**src/rtl/mem_arbiter.sv**
```systemverilog
// mem_arbiter: sole owner of the byte-wide RAM bus; MEM has fixed priority over IF; 1/2/4-byte accesses serialized little-endian.
// Latency: N-byte read reports Done N+1 edges after acceptance, N-byte write after N edges; all outputs registered.
// Backpressure: requesters stall on Busy/Done status; with IO_FULL_STALL_EN, I/O stores (addr[17:16]==11) hold while io_full.
module mem_arbiter #(
    parameter int ADDR_W = 32,
    parameter int DATA_W = 32
) (
    input  logic              clk,
    input  logic              rst,
    input  logic              if_req,
    input  logic [ADDR_W-1:0] if_addr,
    output logic [DATA_W-1:0] if_data,
    output logic [1:0]        if_status,
    input  logic [ADDR_W-1:0] mem_addr,
    input  logic [DATA_W-1:0] mem_wdata,
    input  logic [2:0]        mem_times,
    input  logic [1:0]        mem_readwrite,
    output logic [DATA_W-1:0] mem_rdata,
    output logic [1:0]        mem_status,
    input  logic [7:0]        ram_din,
    output logic [7:0]        ram_dout,
    output logic [ADDR_W-1:0] ram_a,
    output logic              ram_wr,
    input  logic              io_full
);

    typedef enum logic [1:0] {IDLE = 2'd0, RD = 2'd1, WR = 2'd2, DONE = 2'd3} state_t;

    localparam logic [1:0] ST_INIT = 2'b00;
    localparam logic [1:0] ST_BUSY = 2'b01;
    localparam logic [1:0] ST_DONE = 2'b10;

    state_t            state, state_nxt;
    logic              gnt_mem, gnt_mem_nxt;
    logic [ADDR_W-1:0] base, base_nxt;
    logic [DATA_W-1:0] wdat, wdat_nxt;
    logic [2:0]        nb, nb_nxt;
    logic [2:0]        cnt, cnt_nxt, cnt_inc;
    logic [1:0]        lane;
    logic [DATA_W-1:0] rbuf, rbuf_nxt;
    logic [DATA_W-1:0] if_data_nxt, mem_rdata_nxt;
    logic [1:0]        if_status_nxt, mem_status_nxt;
    logic [ADDR_W-1:0] ram_a_nxt;
    logic [7:0]        ram_dout_nxt;
    logic              ram_wr_nxt;
    logic              mem_vld, mem_store;
    logic              stall_new, stall_cur;

    assign mem_vld   = ((mem_readwrite == 2'b01) || (mem_readwrite == 2'b10)) &&
                       ((mem_times == 3'b001) || (mem_times == 3'b010) || (mem_times == 3'b100));
    assign mem_store = (mem_readwrite == 2'b10);

`ifdef IO_FULL_STALL_EN
    // stall_new looks at the address being accepted, stall_cur at the latched one
    assign stall_new = io_full && (mem_addr[17:16] == 2'b11);
    assign stall_cur = io_full && (base[17:16] == 2'b11);
`else
    logic unused_io_full;
    assign unused_io_full = io_full;
    assign stall_new      = 1'b0;
    assign stall_cur      = 1'b0;
`endif

    always_comb begin
        state_nxt      = state;
        gnt_mem_nxt    = gnt_mem;
        base_nxt       = base;
        wdat_nxt       = wdat;
        nb_nxt         = nb;
        cnt_nxt        = cnt;
        rbuf_nxt       = rbuf;
        if_data_nxt    = if_data;
        mem_rdata_nxt  = mem_rdata;
        if_status_nxt  = if_status;
        mem_status_nxt = mem_status;
        ram_a_nxt      = ram_a;
        ram_dout_nxt   = ram_dout;
        ram_wr_nxt     = 1'b0;
        cnt_inc        = cnt + 3'd1;
        lane           = cnt[1:0] - 2'd1;

        case (state)
            IDLE: begin
                if_status_nxt  = ST_INIT;
                mem_status_nxt = ST_INIT;
                if (mem_vld) begin
                    gnt_mem_nxt    = 1'b1;
                    base_nxt       = mem_addr;
                    wdat_nxt       = mem_wdata;
                    nb_nxt         = mem_times;
                    rbuf_nxt       = '0;
                    mem_status_nxt = ST_BUSY;
                    if (mem_store) begin
                        state_nxt = WR;
                        if (stall_new) begin
                            cnt_nxt = 3'd0;
                        end else begin
                            ram_wr_nxt   = 1'b1;
                            ram_a_nxt    = mem_addr;
                            ram_dout_nxt = mem_wdata[7:0];
                            cnt_nxt      = 3'd1;
                        end
                    end else begin
                        state_nxt = RD;
                        ram_a_nxt = mem_addr;
                        cnt_nxt   = 3'd0;
                    end
                end else if (if_req) begin
                    gnt_mem_nxt   = 1'b0;
                    base_nxt      = if_addr;
                    nb_nxt        = 3'd4;
                    rbuf_nxt      = '0;
                    if_status_nxt = ST_BUSY;
                    state_nxt     = RD;
                    ram_a_nxt     = if_addr;
                    cnt_nxt       = 3'd0;
                end
            end
            RD: begin
                // cnt counts edges since acceptance; byte i arrives two edges after its address
                cnt_nxt = cnt_inc;
                if (cnt_inc < nb) begin
                    ram_a_nxt = base + ADDR_W'(cnt_inc);
                end
                if (cnt != 3'd0) begin
                    rbuf_nxt[{lane, 3'b000} +: 8] = ram_din;
                end
                if (cnt == nb) begin
                    state_nxt = DONE;
                    if (gnt_mem) begin
                        mem_rdata_nxt  = rbuf_nxt;
                        mem_status_nxt = ST_DONE;
                    end else begin
                        if_data_nxt   = rbuf_nxt;
                        if_status_nxt = ST_DONE;
                    end
                end
            end
            WR: begin
                // cnt is the number of bytes already presented
                if (cnt == nb) begin
                    state_nxt      = DONE;
                    mem_status_nxt = ST_DONE;
                end else if (!stall_cur) begin
                    ram_wr_nxt   = 1'b1;
                    ram_a_nxt    = base + ADDR_W'(cnt);
                    ram_dout_nxt = wdat[{cnt[1:0], 3'b000} +: 8];
                    cnt_nxt      = cnt_inc;
                end
            end
            DONE: begin
                state_nxt      = IDLE;
                if_status_nxt  = ST_INIT;
                mem_status_nxt = ST_INIT;
            end
            default: state_nxt = IDLE;
        endcase
    end

    always_ff @(posedge clk) begin
        if (rst) begin
            state      <= IDLE;
            gnt_mem    <= 1'b0;
            base       <= '0;
            wdat       <= '0;
            nb         <= 3'd0;
            cnt        <= 3'd0;
            rbuf       <= '0;
            if_data    <= '0;
            mem_rdata  <= '0;
            if_status  <= ST_INIT;
            mem_status <= ST_INIT;
            ram_a      <= '0;
            ram_dout   <= 8'd0;
            ram_wr     <= 1'b0;
        end else begin
            state      <= state_nxt;
            gnt_mem    <= gnt_mem_nxt;
            base       <= base_nxt;
            wdat       <= wdat_nxt;
            nb         <= nb_nxt;
            cnt        <= cnt_nxt;
            rbuf       <= rbuf_nxt;
            if_data    <= if_data_nxt;
            mem_rdata  <= mem_rdata_nxt;
            if_status  <= if_status_nxt;
            mem_status <= mem_status_nxt;
            ram_a      <= ram_a_nxt;
            ram_dout   <= ram_dout_nxt;
            ram_wr     <= ram_wr_nxt;
        end
    end

endmodule
```
**config.mk**
```make
export PLATFORM = sky130hd
export DESIGN_NAME = mem_arbiter
export DESIGN_NICKNAME = d
export VERILOG_FILES = /design/src/rtl/mem_arbiter.sv
export SDC_FILE = /design/constraint.sdc
export NUM_CORES = 1
export LEC_CHECK = 0
export CELL_PAD_IN_SITES_DETAIL_PLACEMENT = 2
export CELL_PAD_IN_SITES_GLOBAL_PLACEMENT = 2
export CORE_ASPECT_RATIO = 1.2
export CORE_MARGIN = 4
export CORE_UTILIZATION = 32
export CTS_CLUSTER_SIZE = 8
export DETAILED_ROUTE_END_ITERATION = 7
export PLACE_DENSITY = 0.9
export SYNTH_ARGS = -nofsm -noshare
export SYNTH_HDL_FRONTEND = slang
export SYNTH_SLANG_ARGS = --single-unit
```
**constraint.sdc**
```tcl
create_clock -name clk -period 10.8 [get_ports clk]
set_input_delay 2.7 -clock clk [delete_from_list [all_inputs] [get_ports clk]]
set_output_delay 2.7 -clock clk [all_outputs]
set_load 0.01 [all_outputs]
```
==> impl_metrics.env, run 1 <==
export IMPL_area_growth_synth_to_final_pct=33.7
export IMPL_placed_area_um2=12000
export IMPL_place_hpwl_mm=25.1
export IMPL_final_nets=1414
export IMPL_drc=0
export IMPL_worst_pin_slew_ps=1190
export IMPL_die_area_um2=32900
export IMPL_required_ps=11230
export IMPL_numPortBuffers=220
export IMPL_setup_viol=0
export IMPL_track_usage_pct=21.1
export IMPL_syn_nets=1238
export IMPL_fin_tns_setup_ps=0
export IMPL_status="complete, no violations"
export IMPL_critPathKind="input port to flop"
export IMPL_synthAdderAreaFrac_pct=2.42
export IMPL_synth_cell_type_count=54
export IMPL_skew_ps=16.1
export IMPL_p_leak_nw=4.58
export IMPL_yosys_warnings=0
export IMPL_grt_pass1_wl_mm=56.6
export IMPL_grt_pass1_vias=10200
export IMPL_gp_congestion=0.796
export IMPL_clock_sinks=214
export IMPL_synthXorXnorAreaFrac_pct=2.74
export IMPL_io_pins=222
export IMPL_yosys_most_used_dff="dfxtp_1"
export IMPL_timing_final_crit_share_pct=53.4
export IMPL_arrival_ps=6200
export IMPL_ir_drop_mv=0.131
export IMPL_grt_max_degree=124
export IMPL_power_frac_comb_pct=38.3
export IMPL_grt_use_met3_pct=4.19
export IMPL_cts_max_level=1
export IMPL_fin_ws_ps=5030
export IMPL_max_cap_viol_count=0
export IMPL_clk_latency_ps=540
export IMPL_numCtsBuffers=30
export IMPL_antenna_found_initial=3
export IMPL_clk_pin_slew_worst_paths_ps=50
export IMPL_drive_gt1_share_pct=5.07
export IMPL_critPathLaunchType="input port"
export IMPL_root_buffer="clkbuf_16"
export IMPL_p_seq_share_pct=34.7
export IMPL_synth_compound_area_share_pct=22.1
export IMPL_fin_area_um2=12800
export IMPL_met1_usage_pct=22.3
export IMPL_synth_edf_count=0
export IMPL_post_cts_repair_setup_buffers=0
export IMPL_first_iter_violations=418
export IMPL_final_cell_count_no_fill=1675
export IMPL_use_met2_pct=42.1
export IMPL_fmax_mhz=173
export IMPL_syn_avg_cell_area_um2=8.68
export IMPL_via_per_inst=5.48
export IMPL_wl_per_cell_um=21.7
export IMPL_grt_setup_unrepaired="no"
export IMPL_synthMuxAreaShare_pct=6.38
export IMPL_fin_crit_ps=5770
export IMPL_synthesis_area_um2=9600
export IMPL_coreArea_um2=29600
export IMPL_die_w_um=166
export IMPL_intPower_mw=1.94
export IMPL_switching_share_pct=37.5
export IMPL_synth_area_leaders="dfxtp_1 45%, a211oi_1 9.2%, nor2_1 6.5%, nand2_1 4.8%, mux2i_1 4.3%"
export IMPL_total_power_mw=3.10
export IMPL_hp_class="flop to flop"
export IMPL_slew_headroom_pct=20.6
export IMPL_powerDensity_nw_per_um2=241
export IMPL_synth_top_area_cell="dfxtp_1"
export IMPL_fp_row_count=69
export IMPL_drt_wl_total_mm=36.3
export IMPL_vias=9178
export IMPL_critPathCaptureType="flop"
export IMPL_syn_inst=1107
export IMPL_power_switching_mw=1.16
export IMPL_synth_top_cell_area_share_pct=44.6
export IMPL_clkPwrFrac_pct=26.9
export IMPL_ys_seq_elements=214
export IMPL_clockBufferDepth=3
export IMPL_path_max_fanout=38
export IMPL_finalMaxSlewViolations=0
export IMPL_die_y_um=198
export IMPL_synth_top_family_by_area="compound AO/OA/AOI/OAI gates"
export IMPL_first_pass_iters=4
export IMPL_post_place_ws_ps=4480
export IMPL_seq_area_frac_synth_pct=44.6
export IMPL_tritoncts="built"
export IMPL_ant_nets=0
export IMPL_start_util_pct=32.4
export IMPL_holdBufCountCts=0
export IMPL_synth_simple_gate_area_share_pct=17.1
export IMPL_gr_total_overflow=0
export IMPL_busiest_layer="met2"
export IMPL_hold_viol=0
export IMPL_cts_resized=0
export IMPL_async_flop_share_pct=0
export IMPL_dp_cells=1641
-- metal layers --
metal  vias to the layer above  part of all wire [%]  wire length, µm
met5                         -                 0.030               11
met4                         2                   2.6              952
met3                        65                   4.9             1780
met2                       245                    54            19700
met1                      4550                    38            13900
li1                       4316                     -                -
-- critical path: stages --
cell and delay (ps):
clkdlybuf4s50_1 450, inv_1 40, ha_1 340, a211o_2 790, a22o_1 620, or2_1 430
buf_4 420, a211oi_1 110, a32o_1 270
-- sequential cells by signal, indices dropped and copies added, names as in the netlist, 2 cells and up --
| register | count |
|---|---|
| base | 32 |
| cnt | 3 |
| if_data | 32 |
| if_status | 2 |
| mem_rdata | 32 |
| mem_status | 2 |
| nb | 3 |
| ram_a | 32 |
| ram_dout | 8 |
| rbuf | 32 |
| state | 2 |
| wdat | 32 |
-- final cells by class --
| class | count | area [µm²] |
|---|---|---|
| diodes | 2 | 5.00 |
| clock buffers | 32 | 790 |
| fillers | 3164 | 16800 |
| repair buffers | 232 | 2290 |
| well taps | 390 | 488 |
| flip-flops and latches | 214 | 4280 |
| inverters | 22 | 82.6 |
| multi-input cells | 783 | 4900 |
-- layout by cell type, fill, tap and decap left out, types with 6 or more instances in the layout --
cell type / n
clkdlybuf4s50_1: 219
dfxtp_1: 214
nor2_1: 164
nand2_1: 123
a211oi_1: 118
a21oi_1: 78
mux2i_1: 41
a2bb2oi_1: 32
clkbuf_16: 31
nor3_1: 22
nand3_1: 22
inv_1: 21
xor2_1: 19
ha_1: 17
a22oi_1: 13
buf_4: 12
xnor2_1: 11
o21ai_0: 11
o211ai_1: 11
and3_1: 10
nand4_1: 9
mux4_2: 8
or4_1: 8
a32oi_1: 7
nand2b_1: 6
-- power groups by stage --
stage	Clock [mW]	Sequential, mW	Combinational [mW]
5_1_grt	0.887	1.10	1.30
3_3_place_gp	0	1.08	1.13
6_report	0.835	1.08	1.19
2_1_floorplan	0	1.10	0.670
4_1_cts	0.855	1.08	1.20
3_5_place_dp	0	1.09	1.18
-- kinds of logic (layout without fill, tap and decap cells) --
kind of cell    count (synthesis)  in the layout
compound gates                302            302
buf+inv                       110            286
flops                         214            214
xor+xnor                       30             30
other cells                     0              2
mux                            51             51
fa+ha+maj                      18             18
simple gates                  382            382
-- per-stage QoR --
step / hold slack, ps / utilization, %
floorplan: 433 / -
detailed placement: 447 / 40.7
global route: 473 / 43.4
CTS: 454 / 43.4
global placement: 439 / 40.7
finish: 454 / 43.4
-- Yosys cell counts (all sizes together) (2+ instances only) --
| cell | number |
|---|---|
| a21o | 3 |
| nor2b | 2 |
| xor2 | 19 |
| a21oi | 79 |
| ha | 17 |
| nand3 | 22 |
| nor3 | 23 |
| a22oi | 13 |
| clkbuf | 60 |
| o21a | 2 |
| a32o | 5 |
| a2bb2oi | 32 |
| nand2b | 6 |
| o221ai | 5 |
| buf | 28 |
| a31o | 2 |
| a31oi | 3 |
| mux2 | 2 |
| and3 | 11 |
| o211ai | 11 |
| mux2i | 41 |
| xnor2 | 11 |
| inv | 21 |
| nor4 | 5 |
| o21ai | 12 |
| or4 | 8 |
| and4 | 2 |
| nor2 | 166 |
| nand2 | 123 |
| a211o | 3 |
| nand4 | 9 |
| a211oi | 118 |
| a32oi | 7 |
| dfxtp | 214 |
| mux4 | 8 |
-- final timing paths --
check	from	cells past startpoint	end	slack (ps)
setup / recovery	mem_readwrite[0]	9	ram_a[17]	5030
hold / removal	wdat[21]	2	wdat[21]	450
setup reg to reg	cnt[1]	11	ram_a[16]	6650
hold reg to reg	wdat[21]	2	wdat[21]	450
Note: power is estimated with default switching activity, not from simulation.
==> run 2: changes to the inputs <==
Settings changed: CORE_UTILIZATION 32 to 30, PLACE_DENSITY 0.9 to 0.86.
Clock period 10.8 ns to 5.65 ns, I/O delays scaled along.
==> run 2 against run 1 <==
  * Utilization down 2.4 points
  * Largest power group unchanged
  * Die area up 6.4%
  * Setup slack worse by 3300 ps
  * Highest routed layer unchanged
  * Critical path type is now flop to flop
  * Global-route usage down 1.3 points
  * First-iteration DRC count down 20%
==> impl_metrics.env, run 2 (same netlist as run 1, synthesis figures left out) <==
export IMPL_first_iter_violations=334
export IMPL_multi_input_comb_area_um2=4900
export IMPL_hp_class="flop to flop"
export IMPL_seqCellArea_um2=4280
export IMPL_fin_area_um2=12900
export IMPL_fin_tns_setup_ps=0
export IMPL_intPower_mw=3.71
export IMPL_path_max_fanout=26
export IMPL_critPathMaxStageDelay_ps=840
export IMPL_fp_row_count=71
export IMPL_skew_ps=13.3
export IMPL_area_growth_synth_to_final_pct=34.1
export IMPL_crit_chain="buf_4, inv_1, ha_1, ha_1, nor2b_1, o21ai_0, a31oi_1, or2_1, buf_4, nand2_1, a21oi_1"
export IMPL_hold_viol=0
export IMPL_grt_max_degree=118
export IMPL_final_util_pct=41.0
export IMPL_power_switching_mw=2.21
export IMPL_cpMaxStageDelayCell="or2_1"
export IMPL_fin_crit_ps=3950
export IMPL_timing_final_crit_share_pct=70.0
export IMPL_critPathLaunchType="flop"
export IMPL_clk_latency_ps=550
export IMPL_final_common_cell="clkdlybuf4s50_1"
export IMPL_min_from="wdat[7]"
export IMPL_ant_nets=0
export IMPL_vias=9158
export IMPL_drc=0
export IMPL_io_pins=222
export IMPL_r2r_start="cnt[1]"
export IMPL_cts_max_level=1
export IMPL_fillCellCount=3485
export IMPL_final_cell_count_no_fill=1689
export IMPL_arrival_ps=4410
export IMPL_holdBufCountCts=0
export IMPL_max_cap_viol_count=0
export IMPL_slew_headroom_pct=21.3
export IMPL_post_cts_repair_setup_buffers=0
export IMPL_clk_pin_slew_worst_paths_ps=60
export IMPL_clkPwrFrac_pct=27.2
export IMPL_antenna_found_initial=4
export IMPL_finalMaxSlewViolations=0
export IMPL_place_hpwl_mm=24.2
export IMPL_dp_cells=1655
export IMPL_die_w_um=171
export IMPL_drt_wl_total_mm=35.6
export IMPL_p_leak_nw=4.59
export IMPL_grt_pass1_vias=10200
export IMPL_critPathCaptureType="flop"
export IMPL_die_area_um2=35000
export IMPL_cts_resized=0
export IMPL_final_nets=1417
export IMPL_coreArea_um2=31400
export IMPL_required_ps=6110
export IMPL_clock_sinks=214
export IMPL_post_place_ws_ps=1140
export IMPL_fin_hold_ws_ps=456
export IMPL_start_util_pct=30.5
export IMPL_numCtsBuffers=30
export IMPL_root_buffer="clkbuf_16"
export IMPL_switching_share_pct=37.4
export IMPL_setup_viol=0
export IMPL_via_per_inst=5.42
export IMPL_fmax_mhz=253
export IMPL_total_power_mw=5.92
export IMPL_ir_drop_mv=0.212
export IMPL_worst_pin_slew_ps=1180
export IMPL_track_usage_pct=19.8
export IMPL_grt_pass1_wl_mm=56.0
export IMPL_final_cell_mix="219 x clkdlybuf4s50_1, 214 x dfxtp_1, 164 x nor2_1"
export IMPL_grt_setup_unrepaired="no"
export IMPL_status="complete, no violations"
export IMPL_p_seq_share_pct=34.6
export IMPL_timing_critical_path_max_delay_family="simple AND/OR/NAND/NOR gates"
export IMPL_clockBufferDepth=3
export IMPL_critPathKind="flop to flop"
export IMPL_wl_per_cell_um=21.1
export IMPL_numPortBuffers=220
export IMPL_gp_congestion=0.770
export IMPL_startpoint="cnt[1]"
export IMPL_drive_gt1_share_pct=5.29
export IMPL_crit_buf_inv=3
export IMPL_placed_area_um2=12100
export IMPL_powerDensity_nw_per_um2=460
export IMPL_power_frac_comb_pct=38.3
export IMPL_gr_total_overflow=0
export IMPL_die_y_um=204
export IMPL_fin_ws_ps=1700
export IMPL_tritoncts="built"
export IMPL_first_pass_iters=4
## run 2: worst register-to-register path, stage by stage, from the launching register on
cell and delay, ps:
dfxtp_1 310, buf_4 250, inv_1 130, ha_1 420
ha_1 330, nor2b_1 130, o21ai_0 90, a31oi_1 750
or2_1 840, buf_4 360, nand2_1 80, a21oi_1 180
## run 2: worst paths after layout
path | endpoint | slack, ps | cells past startpoint
setup / recovery | ram_a[5] | 1700 | 11
hold reg to reg | wdat[7] | 460 | 2
setup reg to reg | ram_a[5] | 1700 | 11
hold / removal | wdat[7] | 460 | 2
## run 2: metal layers
metal	GRT usage [%]	vias to the layer above	routed length, µm
li1	-	4334	-
met5	0	-	33
met1	22.0	4525	13900
met2	37.3	226	18700
met3	4.33	69	1910
met4	6.14	4	1070
## run 2: layout make-up
type	count	share of cell area, %
multi-input combinational	783	38.0
sequential	214	33.3
timing repair buffer	235	18.0
clock buffer	32	6.13
tap	401	3.90
inverter	22	0.641
antenna	2	0.0389
## run 2: power groups by stage
stage / Sequential, mW / Clock [mW] / Combinational [mW]
5_1_grt: 2.09 / 1.72 / 2.51
3_3_place_gp: 2.05 / 0 / 2.18
4_1_cts: 2.05 / 1.67 / 2.31
3_5_place_dp: 2.07 / 0 / 2.26
2_1_floorplan: 2.10 / 0 / 1.28
6_report: 2.05 / 1.61 / 2.27
